[src/rtl/controlador_semaforo_if.sv]
// Handshake between the traffic-light sequencer and its external temporizador_m:
// a one-cycle trigger with a load value, answered by a busy flag.
interface controlador_semaforo_if;
  logic        Disparo;
  logic [27:0] Overflow;
  logic        Saida;

  modport master (output Disparo, output Overflow, input Saida);
  modport slave  (input Disparo, input Overflow, output Saida);
endinterface

[src/rtl/controlador_semaforo.sv]
// Traffic-light sequencer: green / yellow / red+walk, each phase timed by re-arming
// the external timer and waiting for its busy flag to drop.
module controlador_semaforo #(
  parameter logic [27:0] T_VERDE    = 28'd250_000_000,
  parameter logic [27:0] T_AMARELO  = 28'd100_000_000,
  parameter logic [27:0] T_VERMELHO = 28'd200_000_000
) (
  input  logic                          Clk,
  input  logic                          Reset,
  input  logic                          Pedestre,
  controlador_semaforo_if.master        tmr,
  output logic                          Verde,
  output logic                          Amarelo,
  output logic                          Vermelho,
  output logic                          Passe,
  output logic                          Pedido
);

  typedef enum logic [1:0] {VERDE, AMARELO, VERMELHO} fase_t;
  typedef enum logic [1:0] {INICIO, DISPARA, CONTANDO} sub_t;

  fase_t fase;
  sub_t  sub;
  logic  entra;
  fase_t prox;

  // The timer ignores a load of zero, so a zero-length phase is stretched to one cycle.
  function automatic logic [27:0] carga(input fase_t f);
    logic [27:0] t;
    case (f)
      VERDE:   t = T_VERDE;
      AMARELO: t = T_AMARELO;
      default: t = T_VERMELHO;
    endcase
    return (t == 28'd0) ? 28'd1 : t;
  endfunction

  // NOTE: every output gets a default first so no path leaves it unassigned (no latch).
  always_comb begin
    entra = 1'b0;
    prox  = VERDE;
    case (sub)
      INICIO:   entra = !tmr.Saida;
      CONTANDO: begin
        entra = !tmr.Saida;
        case (fase)
          VERDE:   prox = (Pedido || Pedestre) ? AMARELO : VERDE;
          AMARELO: prox = VERMELHO;
          default: prox = VERDE;
        endcase
      end
      default: ;
    endcase
  end

  // NOTE: sequential state uses non-blocking assignments only; reads see pre-edge values.
  always_ff @(posedge Clk) begin
    if (Reset) begin
      fase         <= VERMELHO;
      sub          <= INICIO;
      tmr.Disparo  <= 1'b0;
      tmr.Overflow <= 28'd0;
      Pedido       <= 1'b0;
      Verde        <= 1'b0;
      Amarelo      <= 1'b0;
      Vermelho     <= 1'b1;
      Passe        <= 1'b0;
    end else begin
      tmr.Disparo <= 1'b0;

      // Entering red serves the request; a press in that same cycle is absorbed by it.
      if (entra && prox == VERMELHO) Pedido <= 1'b0;
      else if (Pedestre)             Pedido <= 1'b1;

      if (entra) begin
        fase         <= prox;
        sub          <= DISPARA;
        tmr.Disparo  <= 1'b1;
        tmr.Overflow <= carga(prox);
        Verde        <= (prox == VERDE);
        Amarelo      <= (prox == AMARELO);
        Vermelho     <= (prox == VERMELHO);
        Passe        <= (prox == VERMELHO);
      end else if (sub == DISPARA) begin
        sub <= CONTANDO;
      end
    end
  end

endmodule

[src/flat_wrapper.sv]
// flat-port wrapper written by rule: the top's interface ports become plain ports
module controlador_semaforo_flat 
#(
  parameter logic [27:0] T_VERDE    = 28'd250_000_000,
  parameter logic [27:0] T_AMARELO  = 28'd100_000_000,
  parameter logic [27:0] T_VERMELHO = 28'd200_000_000
)
  (Clk, Reset, Pedestre, Verde, Amarelo, Vermelho, Passe, Pedido, tmr_Disparo, tmr_Overflow, tmr_Saida);
  controlador_semaforo_if tmr_i ();
  input  logic Clk;
  input  logic Reset;
  input  logic Pedestre;
  output logic Verde;
  output logic Amarelo;
  output logic Vermelho;
  output logic Passe;
  output logic Pedido;
  output wire logic [$bits(tmr_i.Disparo)-1:0] tmr_Disparo;
  output wire logic [$bits(tmr_i.Overflow)-1:0] tmr_Overflow;
  input wire logic [$bits(tmr_i.Saida)-1:0] tmr_Saida;
  assign tmr_Disparo = tmr_i.Disparo;
  assign tmr_Overflow = tmr_i.Overflow;
  assign tmr_i.Saida = tmr_Saida;
  controlador_semaforo #(.T_VERDE(T_VERDE), .T_AMARELO(T_AMARELO), .T_VERMELHO(T_VERMELHO)) u_core (.Clk(Clk), .Reset(Reset), .Pedestre(Pedestre), .tmr(tmr_i), .Verde(Verde), .Amarelo(Amarelo), .Vermelho(Vermelho), .Passe(Passe), .Pedido(Pedido));
endmodule
[config.mk]
export PLATFORM = sky130hd
export DESIGN_NAME = controlador_semaforo_flat
export DESIGN_NICKNAME = d
export VERILOG_FILES = /design/src/rtl/controlador_semaforo_if.sv /design/src/rtl/controlador_semaforo.sv /design/src/flat_wrapper.sv
export SDC_FILE = /design/constraint.sdc
export NUM_CORES = 1
export LEC_CHECK = 0
export BUFFER_PORTS_ARGS = -buffer_cell sky130_fd_sc_hd__buf_2
export CAP_MARGIN = 0
export CORE_MARGIN = 2
export CORE_UTILIZATION = 35
export DETAILED_ROUTE_END_ITERATION = 8
export MAX_ROUTING_LAYER = met4
export PLACE_DENSITY = 0.66
export REMOVE_ABC_BUFFERS = 1
export SYNTH_ARGS = -nofsm -noshare
export SYNTH_HDL_FRONTEND = slang
export SYNTH_SLANG_ARGS = --single-unit
export TNS_END_PERCENT = 30
[constraint.sdc]
create_clock -name Clk -period 2 [get_ports Clk]
set_input_delay 0.2 -clock Clk [delete_from_list [all_inputs] [get_ports Clk]]
set_output_delay 0.2 -clock Clk [all_outputs]
set_load 0.005 [all_outputs]
==> reports/results.tsv <==
metric	value	unit
leak pwr	0.000382	uW
Final setup violation count	0	
dpl ws	647	ps
vias per cell	3.97	
fraction of synthesized area in multiplexers	0	
area used by multi-input combinational logic	218	sq um
Max-cap violations	0	
Hold Violations, Final	0	
via count	465	
Area growth, synth to finish	5.29	%
sequential cell area fraction in the yosys report	0.438	
vias in the first global route	372	
post-synthesis simple-gate area fraction	0.159	
post-route cell area	722	sq um
Avg Cell Area, Syn	9.14	sq um
CP delay by family, top	simple AND/OR/NAND/NOR gates	
pin count of the biggest net entering global routing	12	
critical path fanouts, max	5	
initial antenna violation count	0	
crit path DAT	1550	ps
global-route wire length before repair	1.48	mm
Worst Clk Skew	3.72	ps
Cell Area, Synth	686	sq um
Worst Hold Class	input port to flip-flop	
layout cell share with drive strength beyond 1	0.367	
Clk Latency, worst-skew pair	280	ps
RSZ-0062 raised after global routing	no	
cts hold-fix bufs	0	
VDD IR-drop max	0.425	mV
drt drc	0	
Synth cell types	16	
Final Cycle Share	0.688	
Rows	16	
CTS Root Cell	clkbuf_4	
Total Routing Usage GR	0.0962	
core area	1900	sq um
post-route ant nets	0	
total grt overflow	0	
largest family of logic cells by synthesized area	buffers and inverters	
CTS tree	yes	
die area	2330	sq um
P per Cell Area	775	nW/um^2
Die X	48.3	microns
Post-Synth Adder-Cell Area	0	
Max clock buf depth	2	
Worst Setup Start Kind	flip-flop	
Worst-path clk slew	90	ps
Synth Area in Compound Gates	0.109	
Port Buffer Count	28	
Area after DPL	696	sq um
XOR/XNOR Fraction of Synth Area	0	
Synth area leader	dfxtp_1	
share of the synthesized area in the top cell type	0.438	
top post-synthesis cells by area	dfxtp_1 (44%), buf_4 (25%), nand2_1 (6.0%)	
number of setup buffers added after CTS	0	
worst path required time	2170	ps
Sink Count	15	
fin nets	95	
I/O pin cnt	38	
Storage cell area	300	sq um
PostCTS Resize Cnt	0	
slowest stage delay, CP	430	ps
hold_ws	193	ps
CP max-delay cell	or3b_1	
Max Clock Freq	727	MHz
Worst Setup Slack, final	624	ps
Fillers	205	
DIE HEIGHT	48.3	microns
Placer Congestion	0.772	
Yosys reg bits	15	
1st-pass router iterations	2	
Initial DRC Count	5	
Mapped Cells	75	
# diodes	0	
Routed Wire Length	1.01	mm
Bufs and invs on worst path	0	
post-layout min period	1380	ps
Num CTS Buffers	3	
setup TNS	0	ps
Post-DP HPWL	770	microns
worst-path cell chain	nor4b_4, or3b_1, o211a_1	
yosys synthesis warning count	0	
status	complete, no violations	
crit path kind	flip-flop to flip-flop	
Pins Over Slew Limit	0	
H-tree depth	1	
Crit. End Element	flip-flop	
Starting Density	0.361	
Avg WL per Cell	8.64	microns
fin util	0.380	
-- cells in the final DEF, fill, tap and decap left out --
| cell | count |
|---|---|
| a21oi_1 | 8 |
| buf_2 | 28 |
| clkbuf_1 | 1 |
| clkbuf_4 | 3 |
| conb_1 | 9 |
| dfxtp_1 | 15 |
| inv_1 | 1 |
| nand2_1 | 11 |
| nor2_1 | 6 |
| nor2b_1 | 1 |
| nor4b_4 | 1 |
| o211a_1 | 2 |
| o21a_1 | 1 |
| o31ai_1 | 1 |
| or2_2 | 1 |
| or3b_1 | 1 |
-- final cells by class --
class,instances,area share
Sequential cell,15,0.416
Multi-Input combinational cell,42,0.302
Timing Repair Buffer,28,0.194
Tap cell,27,0.0468
Clock buffer,4,0.0364
Inverter,1,0.00520
-- tightest hold or removal path: stages --
cell and delay, ps:
buf_2 90, nor2_1 50, nor2b_1 90
-- through the flow --
stage	cells	total power, uW
2_1_floorplan	58	362
3_3_place_gp	113	398
3_5_place_dp	113	399
4_1_cts	117	569
5_1_grt	117	589
6_report	117	560
-- power breakdown --
group          total, uW  internal [uW]  switching, uW
Clock                168           77.3           90.5
Combinational       65.2           30.5           34.8
Sequential           327            314           12.7
Total                560            422            138
-- Yosys cell counts --
cell,instances
o31ai_1,1
buf_4,23
clkbuf_8,1
or3b_1,1
or2_2,1
conb_1,1
nand2_1,11
o211a_1,2
inv_1,1
dfxtp_1,15
nor4b_4,1
a21oi_1,8
clkbuf_4,1
nor2b_1,1
nor2_1,6
o21a_1,1
-- state kept, by name, indices dropped and copies added, names as in the netlist --
signal	count
u_core.Vermelho	1
u_core.Pedido	1
u_core.Verde	1
u_core.Passe	1
u_core.tmr.Disparo	1
u_core.Amarelo	1
u_core.sub	2
u_core.fase	2
u_core.tmr.Overflow	5
-- cell families (layout without fill, tap and decap cells) --
family	count (synthesis)	in the layout
buffers and inverters	26	33
and+or+nand+nor	21	21
DFF	15	15
AOI/OAI and AO/OA	12	12
other	1	9
-- per-layer routing --
metal  up-vias  GRT usage  wire length, microns
met5         -          -                     0
met4         0     0.0649                     0
met3         0     0.0222                    65
met2        20      0.145                   485
met1       208      0.113                   461
li1        237          -                     -
-- path summary, 6_finish.rpt --
kind | start | to | slack (ps) | cells past startpoint
worst max-delay path | u_core.sub[0] | u_core.tmr.Overflow[25] | 620 | 3
worst min-delay path | Pedestre | u_core.Pedido | 190 | 3
worst max register to register | u_core.sub[0] | u_core.tmr.Overflow[25] | 620 | 3
worst min register to register | u_core.Vermelho | u_core.Vermelho | 450 | 2
No activity file was read; power rests on OpenSTA's default activity.
